$ cat src/rtl/cnn_ctrl_seq.sv
`default_nettype none
// cnn_ctrl_seq - CNN frame sequencer: control sync, pixel FIFO, one-frame streaming, watchdog, errors.
// Optional feature macro: CNN_CTRL_PERF_EN (adds perf_cycles_reg). Revision 1.0
module cnn_ctrl_seq #(
  parameter int PIX_W            = 8,
  parameter int PIXELS_PER_FRAME = 1024,
  parameter int FIFO_DEPTH       = 16,
  parameter int TIMEOUT_CYCLES   = 65536
) (
  input  logic              clk,
  input  logic              rst_n,
  input  logic [31:0]       control_reg,
  input  logic [31:0]       pixel_reg,
  input  logic              pixel_wr,
  output logic [31:0]       status_reg,
  output logic [31:0]       frame_count_reg,
  output logic [31:0]       error_code_reg,
  output logic              cnn_start,
  output logic              cnn_reset,
  input  logic              cnn_busy,
  input  logic              cnn_result_valid,
  output logic              pix_valid,
  output logic [PIX_W-1:0]  pix_data,
  input  logic              pix_ready,
`ifdef CNN_CTRL_PERF_EN
  output logic [31:0]       perf_cycles_reg,
`endif
  output logic              frame_start,
  output logic              frame_complete
);

  localparam int AW = $clog2(FIFO_DEPTH);
  localparam int LW = AW + 1;

  typedef enum logic [1:0] {
    IDLE = 2'd0,
    LOAD = 2'd1,
    WAIT = 2'd2
  } state_e;

  state_e            state_q, state_d;
  logic [2:0]        ctrl_s1_q, ctrl_s2_q, ctrl_prev_q;
  logic              res_prev_q;
  logic [PIX_W-1:0]  mem_q [FIFO_DEPTH];
  logic [LW-1:0]     wr_ptr_q, rd_ptr_q;
  logic [31:0]       pix_cnt_q, pix_cnt_d;
  logic [31:0]       wd_q, wd_d;
  logic [31:0]       frame_cnt_q;
  logic [2:0]        err_q, err_d;
  logic [31:0]       status_q, status_d;
  logic              cnn_start_q, cnn_start_d;
  logic              cnn_reset_q, cnn_reset_d;
  logic              frame_start_q, frame_start_d;
  logic              frame_complete_q, frame_complete_d;

  logic              start_cmd, abort_cmd, clr_cmd;
  logic              res_rise;
  logic [LW-1:0]     fifo_level;
  logic              fifo_empty, fifo_full;
  logic              pop_ok, pop_fire, push_ok, overflow;
  logic              flush, wd_hit, frame_done;
  logic              err_start, err_tmo;
  logic              unused_ok;

  assign unused_ok = ^{control_reg[31:3], pixel_reg};

  assign start_cmd = ctrl_s2_q[0] & ~ctrl_prev_q[0];
  assign abort_cmd = ctrl_s2_q[1] & ~ctrl_prev_q[1];
  assign clr_cmd   = ctrl_s2_q[2] & ~ctrl_prev_q[2];
  assign res_rise  = cnn_result_valid & ~res_prev_q;

  assign fifo_level = wr_ptr_q - rd_ptr_q;
  assign fifo_empty = (fifo_level == '0);
  assign fifo_full  = (fifo_level == LW'(FIFO_DEPTH));

  // A flush discards both the pending pop and any same-cycle push without flagging overflow.
  assign pop_ok   = (state_q == LOAD) & ~fifo_empty & pix_ready;
  assign pop_fire = pop_ok & ~flush;
  assign push_ok  = pixel_wr & ~flush & (~fifo_full | pop_fire);
  assign overflow = pixel_wr & ~flush & fifo_full & ~pop_fire;

  assign wd_hit = (state_q != IDLE) && (wd_q == 32'(TIMEOUT_CYCLES - 1));

  always_ff @(posedge clk or negedge rst_n) begin
    if (!rst_n) begin
      ctrl_s1_q   <= '0;
      ctrl_s2_q   <= '0;
      ctrl_prev_q <= '0;
      res_prev_q  <= 1'b0;
    end else begin
      ctrl_s1_q   <= control_reg[2:0];
      ctrl_s2_q   <= ctrl_s1_q;
      ctrl_prev_q <= ctrl_s2_q;
      res_prev_q  <= cnn_result_valid;
    end
  end

  always_ff @(posedge clk or negedge rst_n) begin
    if (!rst_n) begin
      wr_ptr_q <= '0;
      rd_ptr_q <= '0;
      for (int i = 0; i < FIFO_DEPTH; i++) begin
        mem_q[i] <= '0;
      end
    end else if (flush) begin
      wr_ptr_q <= '0;
      rd_ptr_q <= '0;
    end else begin
      if (push_ok) begin
        mem_q[wr_ptr_q[AW-1:0]] <= pixel_reg[PIX_W-1:0];
        wr_ptr_q                <= wr_ptr_q + LW'(1);
      end
      if (pop_fire) begin
        rd_ptr_q <= rd_ptr_q + LW'(1);
      end
    end
  end

  always_comb begin
    state_d          = state_q;
    pix_cnt_d        = pix_cnt_q;
    wd_d             = wd_q;
    flush            = 1'b0;
    cnn_start_d      = 1'b0;
    cnn_reset_d      = 1'b0;
    frame_start_d    = 1'b0;
    frame_complete_d = 1'b0;
    frame_done       = 1'b0;
    err_start        = 1'b0;
    err_tmo          = 1'b0;

    // Abort overrides everything: a same-cycle start or timeout leaves no trace.
    if (abort_cmd) begin
      state_d     = IDLE;
      flush       = 1'b1;
      cnn_reset_d = 1'b1;
    end else begin
      case (state_q)
        LOAD: begin
          if (wd_hit) begin
            err_tmo     = 1'b1;
            cnn_reset_d = 1'b1;
            flush       = 1'b1;
            state_d     = IDLE;
          end else if (pop_ok) begin
            pix_cnt_d = pix_cnt_q + 32'd1;
            wd_d      = '0;
            if (pix_cnt_q == 32'(PIXELS_PER_FRAME - 1)) begin
              frame_complete_d = 1'b1;
              state_d          = WAIT;
            end
          end else begin
            wd_d = wd_q + 32'd1;
          end
        end
        WAIT: begin
          if (wd_hit) begin
            err_tmo     = 1'b1;
            cnn_reset_d = 1'b1;
            flush       = 1'b1;
            state_d     = IDLE;
          end else if (res_rise) begin
            frame_done = 1'b1;
            state_d    = IDLE;
          end else begin
            wd_d = wd_q + 32'd1;
          end
        end
        default: begin
          state_d = state_q;
        end
      endcase

      if (start_cmd) begin
        if (state_q == IDLE && !cnn_busy) begin
          state_d       = LOAD;
          cnn_start_d   = 1'b1;
          frame_start_d = 1'b1;
          pix_cnt_d     = '0;
          wd_d          = '0;
        end else begin
          err_start = 1'b1;
        end
      end
    end
  end

  // Error sets are applied after the clear so a simultaneous event is never lost.
  always_comb begin
    err_d = err_q;
    if (clr_cmd) begin
      err_d = '0;
    end
    err_d[0] = err_d[0] | err_tmo;
    err_d[1] = err_d[1] | err_start;
    err_d[2] = err_d[2] | overflow;
  end

  always_comb begin
    status_d = {pix_cnt_q[15:0], 8'(fifo_level), 1'b0, (err_q != 3'b000),
                state_q, fifo_full, fifo_empty, cnn_result_valid, cnn_busy};
  end

  always_ff @(posedge clk or negedge rst_n) begin
    if (!rst_n) begin
      state_q          <= IDLE;
      pix_cnt_q        <= '0;
      wd_q             <= '0;
      frame_cnt_q      <= '0;
      err_q            <= '0;
      status_q         <= '0;
      cnn_start_q      <= 1'b0;
      cnn_reset_q      <= 1'b0;
      frame_start_q    <= 1'b0;
      frame_complete_q <= 1'b0;
    end else begin
      state_q          <= state_d;
      pix_cnt_q        <= pix_cnt_d;
      wd_q             <= wd_d;
      err_q            <= err_d;
      status_q         <= status_d;
      cnn_start_q      <= cnn_start_d;
      cnn_reset_q      <= cnn_reset_d;
      frame_start_q    <= frame_start_d;
      frame_complete_q <= frame_complete_d;
      if (frame_done) begin
        frame_cnt_q <= frame_cnt_q + 32'd1;
      end
    end
  end

`ifdef CNN_CTRL_PERF_EN
  logic [31:0] perf_run_q, perf_cycles_q;

  always_ff @(posedge clk or negedge rst_n) begin
    if (!rst_n) begin
      perf_run_q    <= '0;
      perf_cycles_q <= '0;
    end else begin
      if (cnn_start_d) begin
        perf_run_q <= '0;
      end else if (state_q != IDLE && perf_run_q != 32'hFFFF_FFFF) begin
        perf_run_q <= perf_run_q + 32'd1;
      end
      if (frame_done) begin
        perf_cycles_q <= perf_run_q;
      end
    end
  end

  assign perf_cycles_reg = perf_cycles_q;
`endif

  assign status_reg      = status_q;
  assign frame_count_reg = frame_cnt_q;
  assign error_code_reg  = {29'd0, err_q};
  assign cnn_start       = cnn_start_q;
  assign cnn_reset       = cnn_reset_q;
  assign frame_start     = frame_start_q;
  assign frame_complete  = frame_complete_q;
  assign pix_valid       = (state_q == LOAD) & ~fifo_empty;
  assign pix_data        = mem_q[rd_ptr_q[AW-1:0]];

endmodule
`default_nettype wire
$ cat config.mk
export PLATFORM = sky130hd
export DESIGN_NAME = cnn_ctrl_seq
export DESIGN_NICKNAME = d
export VERILOG_FILES = /design/src/rtl/cnn_ctrl_seq.sv
export SDC_FILE = /design/constraint.sdc
export NUM_CORES = 1
export LEC_CHECK = 0
export ABC_AREA = 1
export BUFFER_PORTS_ARGS = -buffer_cell sky130_fd_sc_hd__buf_2
export CAP_MARGIN = 20
export CELL_PAD_IN_SITES_DETAIL_PLACEMENT = 1
export CELL_PAD_IN_SITES_GLOBAL_PLACEMENT = 1
export CORE_MARGIN = 10
export CORE_UTILIZATION = 40
export DETAILED_ROUTE_END_ITERATION = 10
export PLACE_DENSITY_LB_ADDON = 0.15
export SYNTH_ARGS = -nofsm -noshare
export SYNTH_HDL_FRONTEND = slang
export SYNTH_SLANG_ARGS = --single-unit
$ cat constraint.sdc
create_clock -name clk -period 6.35 [get_ports clk]
set_input_delay 0.635 -clock clk [delete_from_list [all_inputs] [get_ports clk]]
set_output_delay 0.635 -clock clk [all_outputs]
set_load 0.005 [all_outputs]
==> results of run 1 <==
area by class of cell:
cell class,instances,area share [%]
multi-input cells,1480,41.7
flip-flops and latches,279,40.3
clock buffers,48,5.82
inverters,179,3.89
well taps,511,3.69
repair buffers,106,3.40
clock inverters,16,1.14
cells in the mapped netlist (all sizes together):
| library cell | count |
|---|---|
| nand2 | 533 |
| ha | 15 |
| nor3 | 47 |
| nor3b | 2 |
| a21oi | 69 |
| clkinv | 3 |
| nor4 | 6 |
| inv | 176 |
| dfrtp | 279 |
| a21boi | 1 |
| or2 | 2 |
| o21ai | 252 |
| o221ai | 15 |
| fa | 1 |
| xor2 | 51 |
| nand3 | 142 |
| xnor2 | 8 |
| o21bai | 1 |
| buf | 68 |
| conb | 1 |
| nor2 | 229 |
| nand4 | 26 |
| nand3b | 2 |
| o22ai | 19 |
| o211ai | 17 |
| mux2 | 9 |
| clkbuf | 53 |
path summary, 6_finish.rpt:
kind	start	end	slack [ns]	cells after the start
worst max-delay path	rd_ptr_q[2]$_DFFE_PN0P_	mem_q[65]$_DFFE_PN0P_	1.91	13
worst min-delay path	rst_n	mem_q[37]$_DFFE_PN0P_	0.02	1
worst max register to register	rd_ptr_q[2]$_DFFE_PN0P_	mem_q[65]$_DFFE_PN0P_	1.91	13
worst min register to register	ctrl_s1_q[2]$_DFF_PN0_	ctrl_s2_q[2]$_DFF_PN0_	0.35	0
max in group asynchronous	rst_n	frame_count_reg[28]$_DFFE_PN0P_	5.05	2
min in group clk	control_reg[0]	ctrl_s1_q[0]$_DFF_PN0_	0.19	1
per-layer routing:
metal / share of wire [%] / up-vias / track usage [%]
met5: 0 / - / 0
met4: 2.4 / 0 / 6.53
met3: 3.9 / 71 / 2.99
met2: 49 / 221 / 35.6
met1: 45 / 6864 / 26.3
li1: - / 6672 / -
placed cells by master, fill, tap and decap left out, types with 37 or more instances in the layout:
| cell type | netlist | final |
|---|---|---|
| a21oi_1 | 67 | 67 |
| o21ai_1 | 60 | 60 |
| clkbuf_16 | 0 | 37 |
| nor2_1 | 219 | 219 |
| xor2_1 | 51 | 51 |
| nand2_1 | 527 | 527 |
| nand3_1 | 132 | 132 |
| dfrtp_1 | 279 | 278 |
| buf_2 | 18 | 91 |
| inv_1 | 169 | 168 |
| o21ai_0 | 192 | 192 |
| nor3_1 | 45 | 45 |
worst register-to-register path, stage by stage, from the launching register on:
cell      delay (ns)
dfrtp_1         0.73
clkinv_1        0.58
ha_1            0.54
a21oi_2         0.22
nand2_1         0.10
nand2_1         0.07
nand2_1         0.07
nand3_2         0.10
nand3_4         0.33
inv_2           0.34
nand2_4         0.11
nand2_8         0.20
nand3_1         0.56
o21ai_0         0.38
power breakdown:
part / switching (uW) / internal [uW] / leakage, uW
clock network: 831 / 1280 / 0.000594
logic: 1560 / 789 / 0.00401
registers: 369 / 2230 / 0.00369
total: 2760 / 4300 / 0.00830
per-stage QoR:
step	hold slack, ns	utilization [%]
after floorplan	0.331	-
after global placement	0.332	42.6
after detailed placement	0.336	42.6
after CTS	0.0344	45.8
after global routing	0.0582	45.8
final	0.0209	45.8
logic make-up after synthesis:
logic type / share of synthesized area (%)
AOI/OAI and AO/OA: 13.0
xor gates and xnor gates: 3.35
adders and majority gates: 1.34
buffers and inverters: 8.79
DFF: 45.2
muxes: 0.656
other: 0.0243
and+or+nand+nor: 27.6
==> flow_summary.toml, run 1 <==
[clocking]
numCtsBuffers = 36
clock_path_buffers = 3
ctsResizeCount = 0
clk_pin_slew_ns = 0.06
ctsHoldBuffers = 0
clock_sinks = 279
clk_latency_ns = 0.56
htreeDepth = 2
cts_tree = "built"
clock-root-buffer = "clkbuf_16"
postCtsSetupBuffers = 0

[worst_setup_path]
crit_path_max_incr_delay_ns = 0.73
startpoint_type = "flop"
path_buf_inv = 2
required_ns = 6.79
critPathMaxFanout = 27
end_kind = "flop"
critPathArrivalTime_ns = 4.88
crit_path_top_delay_cell = "dfrtp_1"
path_cells = "clkinv_1 > ha_1 > a21oi_2 > nand2_1 > nand2_1 > nand2_1 > nand3_2 > nand3_4 > inv_2 > nand2_4 > nand2_8 > nand3_1 > o21ai_0"
path_common_cell = "nand2_1"
cp_top_family = "simple AND/OR/NAND/NOR gates"
critical_path_class = "reg -> reg"

[drt]
drcViolationCount = 0
ant_nets = 0
dr.first_iter.drc_count = 799
num_vias = 13800
drt-pass1-iter-count = 5
vias_per_cell = 5.28
postRouteWirelength_um = 48600
wl_per_cell_um = 18.6

[cells_and_area]
synthToLayoutAreaGrowth_pct = 12.1
postLayoutCellArea_um2 = 17300
largest_reg_flops = 128
fin_cells = 2619
antennaDiodeCount = 0
multiInputGateArea_um2 = 7230
final_nets = 2168
n_fill_cell = 4775
seq_area_um2 = 6980
drive_above_1_share_pct = 10.1
regMostFlops = "mem_q"

[floorplan]
rows = 71
initial_utilization_pct = 40.8
coreArea_um2 = 37800
die_w_um = 217
die_h_um = 217
ios = 179
die_area_um2 = 46900

[placed_design]
gp_congestion = 0.890
hpwl_um = 32700
place_ws_ns = 1.92
postPlaceCellArea_um2 = 16100
placed_cells = 2555
place.port_buffers = 92

[sta]
drv_slew = 0
rsz0062_at_grt = "no"
clock_skew_ns = 0.0245
max_freq_ghz = 0.225
tightest_slew_ns = 1.04
setup_violations = 0
timing_hold_violations_final = 0
finalCritPeriodShare_pct = 69.9
slew_headroom_pct = 30.4
period_minus_slack_ns = 4.44
fin_tns_setup_ns = 0
fin_ws_ns = 1.91

[min_path]
hold_class = "in -> async"

[global_routing]
grt_max_degree = 151
grt.overflow.total = 0
antenna_found_initial = 0
grt_pass1_wl_um = 79700
grt_pass1_vias = 14800
grt_usage_pct = 20.7

[synthesis]
yosys-top-cells-area = "dfrtp_1 (45%), nand2_1 (13%), o21ai_0 (6.2%)"
synth.yosys.seq_area_share_pct = 45.2
synth_area_leader_cell = "dfrtp_1"
synth_cells = 2027
synth_warnings = 0
synth_top_cell_area_share_pct = 45.2
ys_ff_latch = 279
synth_cell_type_count = 45
syn_area_um2 = 15400
syn_avg_cell_area_um2 = 7.62

[pwr]
ir_drop_mv = 0.245
p_total_uw = 7060
p_leak_uw = 0.00830
cellPowerDensity_nw_per_um2 = 408

[outcome]
status = "finished, final reports clean"

[job]
cap_violations = 0
Power figures use the tool's default switching activity.
==> inputs of run 2 (changes only) <==
==> constraint.sdc (replaced) <==
create_clock -name clk -period 4.2 [get_ports clk]
set_input_delay 0.42 -clock clk [delete_from_list [all_inputs] [get_ports clk]]
set_output_delay 0.42 -clock clk [all_outputs]
set_load 0.005 [all_outputs]
==> run 2 against run 1 <==
Sequential share of layout area down 0.10 points. Via count rose by 0.20%. Hold slack gained 0.17 ns. Combinational power is 52% higher. Clock power up 41%. Global-route usage is essentially flat. Non-clock buffer count grew 17. Die area is the same. Power increased by 48%. Final area increased by 0.26%. First-iteration DRC count grew 0.13%. Highest routed layer unchanged.
==> flow_summary.toml, run 2 (synthesis results as in run 1) <==
[drt]
ant_nets = 0
drcViolationCount = 0
vias_per_cell = 5.26
postRouteWirelength_um = 48500
drt-pass1-iter-count = 4
dr.first_iter.drc_count = 800
num_vias = 13900
wl_per_cell_um = 18.4

[global_routing]
antenna_found_initial = 0
grt_pass1_vias = 14800
grt_pass1_wl_um = 79600
grt_max_degree = 104
grt.overflow.total = 0
grt_usage_pct = 20.7

[floorplan]
ios = 179
rows = 71
die_h_um = 217
coreArea_um2 = 37800
die_w_um = 217
die_area_um2 = 46900
initial_utilization_pct = 40.8

[sta]
setup_violations = 0
timing_hold_violations_final = 0
period_minus_slack_ns = 3.32
slew_headroom_pct = 36.2
clock_skew_ns = 0.0158
max_freq_ghz = 0.301
fin_tns_setup_ns = 0
rsz0062_at_grt = "no"
tightest_slew_ns = 0.957
finalCritPeriodShare_pct = 79.1
drv_slew = 0

[placed_design]
gp_congestion = 0.855
place.port_buffers = 92
hpwl_um = 32900

[pwr]
p_leak_uw = 0.00832
p_total_uw = 10500
ir_drop_mv = 0.361
cellPowerDensity_nw_per_um2 = 603

[cells_and_area]
largest_reg_flops = 128
final_nets = 2184
antennaDiodeCount = 0
drive_above_1_share_pct = 10.5
regMostFlops = "mem_q"
final_cell_mix = "nand2_1 (527), dfrtp_1 (278), nor2_1 (219)"
final_common_cell = "nand2_1"
synthToLayoutAreaGrowth_pct = 12.4
n_fill_cell = 4740
fin_util_pct = 45.9

[clocking]
clock-root-buffer = "clkbuf_16"
clk_latency_ns = 0.55
numCtsBuffers = 35
clk_pin_slew_ns = 0.05
cts_tree = "built"
ctsResizeCount = 0
clock_path_buffers = 3
clock_sinks = 279
postCtsSetupBuffers = 0
htreeDepth = 2

[worst_setup_path]
end_kind = "primary output"
critPathArrivalTime_ns = 2.90
critical_path_class = "reg -> out"
reg2reg_setup_slack_ns = 0.90
startpoint_type = "flop"
required_ns = 3.78
critPathMaxFanout = 6

[job]
cap_violations = 0

[min_path]
hold_class = "in -> reg"

[outcome]
status = "finished, final reports clean"
## run 2: area by class of cell
| cell class | count | area (um2) | area share [%] |
|---|---|---|---|
| tap | 511 | 639 | 3.68 |
| sequential | 279 | 6980 | 40.2 |
| timing repair buffer | 123 | 731 | 4.21 |
| inverter | 179 | 674 | 3.88 |
| multi-input combinational | 1480 | 7230 | 41.6 |
| clock inverter | 15 | 144 | 0.829 |
| clock buffer | 45 | 963 | 5.55 |
## run 2: what timing repair did
| action | in CTS | in global routing |
|---|---|---|
| endpoints found under the hold margin | 49 | 0 |
| endpoints found under the setup margin | 0 | 0 |
| hold buffers | 6 | 0 |
## run 2: metal layers
metal	part of all wire, %	global-route usage [%]
met1	46	26.3
met4	1.6	4.61
met5	0	0
met3	3.3	3.37
met2	49	36.2
## run 2: critical path: stages (launching register included)
cell	delay (ns)
dfrtp_1	0.40
inv_1	0.12
ha_1	0.25
fa_1	0.38
inv_1	0.09
nand3_1	0.11
nand2_1	0.11
nand2_1	0.05
nand2_1	0.14
nor2_1	0.12
nor2_1	0.39
buf_2	0.20
## run 2: worst paths after layout
path                                    startpoint                       to  depth (start not counted)
max reg2reg                wr_ptr_q[0]$_DFFE_PN0P_    mem_q[26]$_DFFE_PN0P_                         14
max in group asynchronous                    rst_n  rd_ptr_q[0]$_DFFE_PN0P_                          3
min in group asynchronous                    rst_n    mem_q[37]$_DFFE_PN0P_                          2
min reg2reg                 ctrl_s1_q[1]$_DFF_PN0_   ctrl_s2_q[1]$_DFF_PN0_                          0
max                        wr_ptr_q[0]$_DFFE_PN0P_                pix_valid                         11
min                                       pixel_wr  wr_ptr_q[2]$_DFFE_PN0P_                          3
## run 2: per-stage QoR
step | setup slack (ns) | instance area (um2) | instances | hold WS [ns]
2_1_floorplan | 1.62 | 15600 | 2059 | 0.124
3_5_place_dp | 0.864 | 16200 | 2566 | 0.336
4_1_cts | 0.820 | 17400 | 2632 | 0.157
3_3_place_gp | 1.02 | 16200 | 2566 | 0.332
5_1_grt | 0.555 | 17400 | 2632 | 0.172
6_report | 0.878 | 17400 | 2632 | 0.188
## run 2: report_power, final
group	switching (uW)	internal, uW
clock network	1220	1750
logic	2360	1210
registers	562	3370
total	4150	6320
==> inputs of run 3 (changes only) <==
==> constraint.sdc (replaced) <==
create_clock -name clk -period 3.4 [get_ports clk]
set_input_delay 0.34 -clock clk [delete_from_list [all_inputs] [get_ports clk]]
set_output_delay 0.34 -clock clk [all_outputs]
set_load 0.005 [all_outputs]
==> run 3 against run 2 <==
First-iteration DRC count down 0.88%. Global-route usage shrank 0.085 points. Critical path depth down 2. Combinational power rose by 26%. Die area unchanged. Final area rose by 1.2%. Highest routed layer unchanged.
==> flow_summary.toml, run 3 (synthesis results as in run 1) <==
[worst_setup_path]
crit_path_max_incr_delay_ns = 0.51
path_cells = "inv_1 > ha_1 > fa_1 > nand2_1 > nor2_1 > nand3_1 > nor2_2 > nor2_2 > buf_2"
required_ns = 3.06
path_buf_inv = 2
critPathArrivalTime_ns = 2.82
cp_top_family = "simple AND/OR/NAND/NOR gates"
startpoint_type = "flop"
crit_path_top_delay_cell = "fa_1"
cp-startpoint = "wr_ptr_q[0]$_DFFE_PN0P_"
r2r-start = "wr_ptr_q[0]$_DFFE_PN0P_"
end_kind = "primary output"
path_common_cell = "nor2_2"
critPathMaxFanout = 6
critical_path_class = "reg -> out"

[sta]
tightest_slew_ns = 0.799
fin_tns_setup_ns = 0
setup_violations = 0
clock_skew_ns = 0.0109
slew_headroom_pct = 46.7
period_minus_slack_ns = 3.16
drv_slew = 0
timing_hold_violations_final = 0
rsz0062_at_grt = "no"
finalCritPeriodShare_pct = 93.0
max_freq_ghz = 0.316

[drt]
num_vias = 14000
dr.first_iter.drc_count = 793
postRouteWirelength_um = 48900
ant_nets = 0
drt-pass1-iter-count = 6
drcViolationCount = 0
wl_per_cell_um = 18.5
vias_per_cell = 5.29

[floorplan]
initial_utilization_pct = 40.8
ios = 179
coreArea_um2 = 37800
die_area_um2 = 46900
rows = 71
die_w_um = 217
die_h_um = 217

[placed_design]
postPlaceCellArea_um2 = 16300
place.port_buffers = 92
placed_cells = 2576
gp_congestion = 0.880
hpwl_um = 33300

[pwr]
cellPowerDensity_nw_per_um2 = 752
ir_drop_mv = 0.487
p_sw_share_pct = 39.4
p_switching_uw = 5210
p_total_uw = 13200
internal_power_uw = 8000
p_leak_uw = 0.00843
pwr-share-comb_pct = 34.0
pwr-share-seq_pct = 36.8
p_clk_share_pct = 29.2

[clocking]
htreeDepth = 2
clk_latency_ns = 0.55
clock_path_buffers = 3
clk_pin_slew_ns = 0.06
cts_tree = "built"
clock_sinks = 279
numCtsBuffers = 35
clock-root-buffer = "clkbuf_16"
postCtsSetupBuffers = 0

[cells_and_area]
final_common_cell = "nand2_1"
postLayoutCellArea_um2 = 17600
antennaDiodeCount = 0
final_cell_mix = "nand2_1 (527), dfrtp_1 (278), nor2_1 (217)"
largest_reg_flops = 128
final_nets = 2194
fin_util_pct = 46.4
drive_above_1_share_pct = 11.4
regMostFlops = "mem_q"
synthToLayoutAreaGrowth_pct = 13.8
fin_cells = 2644

[global_routing]
grt_pass1_vias = 14800
antenna_found_initial = 0
grt_max_degree = 80
grt.overflow.total = 0
grt_usage_pct = 20.7
grt_pass1_wl_um = 79500

[min_path]
hold_class = "in -> reg"
hold_start = "pixel_wr"

[outcome]
status = "finished, final reports clean"

[job]
cap_violations = 0
==> run 3: timing repair <==
item                                   4_1_cts  5_1_grt
endpoints found under the hold margin       80        0
setup endpoints to repair                    0       43
hold buffers                                 6        0
resized for setup                            0        8
==> run 3: final cells by class <==
type,count,area (um2)
clock buffer,45,995
timing repair buffer,133,835
multi-input combinational,1480,7260
clock inverter,17,193
tap,511,639
fill,4741,20300
inverter,179,674
sequential,279,6980
==> run 3: worst register-to-register path, stage by stage (launching register included) <==
cell and delay, ns:
dfrtp_1 0.40, inv_1 0.12, ha_1 0.25, fa_1 0.39
inv_1 0.10, nand3_1 0.12, nand3_1 0.11, nand2_1 0.10
nand3_2 0.09, nand3_4 0.10, inv_2 0.17, nand2_4 0.10
nand2_8 0.21, nand3_2 0.32, nand2_1 0.17, o21ai_0 0.11
==> run 3: power groups by stage <==
stage / combinational, uW / sequential, uW / clock, uW
3_5_place_dp: 4500 / 4890 / 0
2_1_floorplan: 3180 / 4670 / 0
3_3_place_gp: 4300 / 4870 / 0
5_1_grt: 5130 / 4970 / 4090
4_1_cts: 4530 / 4850 / 3960
6_report: 4500 / 4860 / 3860
==> run 3: path summary, 6_finish.rpt <==
kind	end	slack [ns]	cells after the start
setup / recovery	pix_valid	0.24	9
hold / removal	wr_ptr_q[2]$_DFFE_PN0P_	0.1	3
setup reg to reg	mem_q[58]$_DFFE_PN0P_	0.38	15
hold reg to reg	ctrl_s2_q[2]$_DFF_PN0_	0.35	0
max in group asynchronous	wd_q[31]$_DFFE_PN0N_	2.08	3
min in group asynchronous	mem_q[53]$_DFFE_PN0P_	0.38	2
==> run 3: layer usage <==
layer / share of wire, % / GRT usage, % / vias to the layer above
li1: - / - / 6720
met1: 45 / 26.3 / 6978
met2: 49 / 35.8 / 224
met3: 3.6 / 2.88 / 63
met4: 1.9 / 5.90 / 0
met5: 0 / 0 / -
==> run 3: through the flow <==
| step | worst slack (ns) | hold WS [ns] |
|---|---|---|
| floorplan | 0.822 | 0.0444 |
| global placement | 0.382 | 0.332 |
| detailed placement | 0.148 | 0.336 |
| CTS | 0.00538 | 0.0665 |
| global route | 0.00809 | 0.0937 |
| finish | 0.238 | 0.0954 |
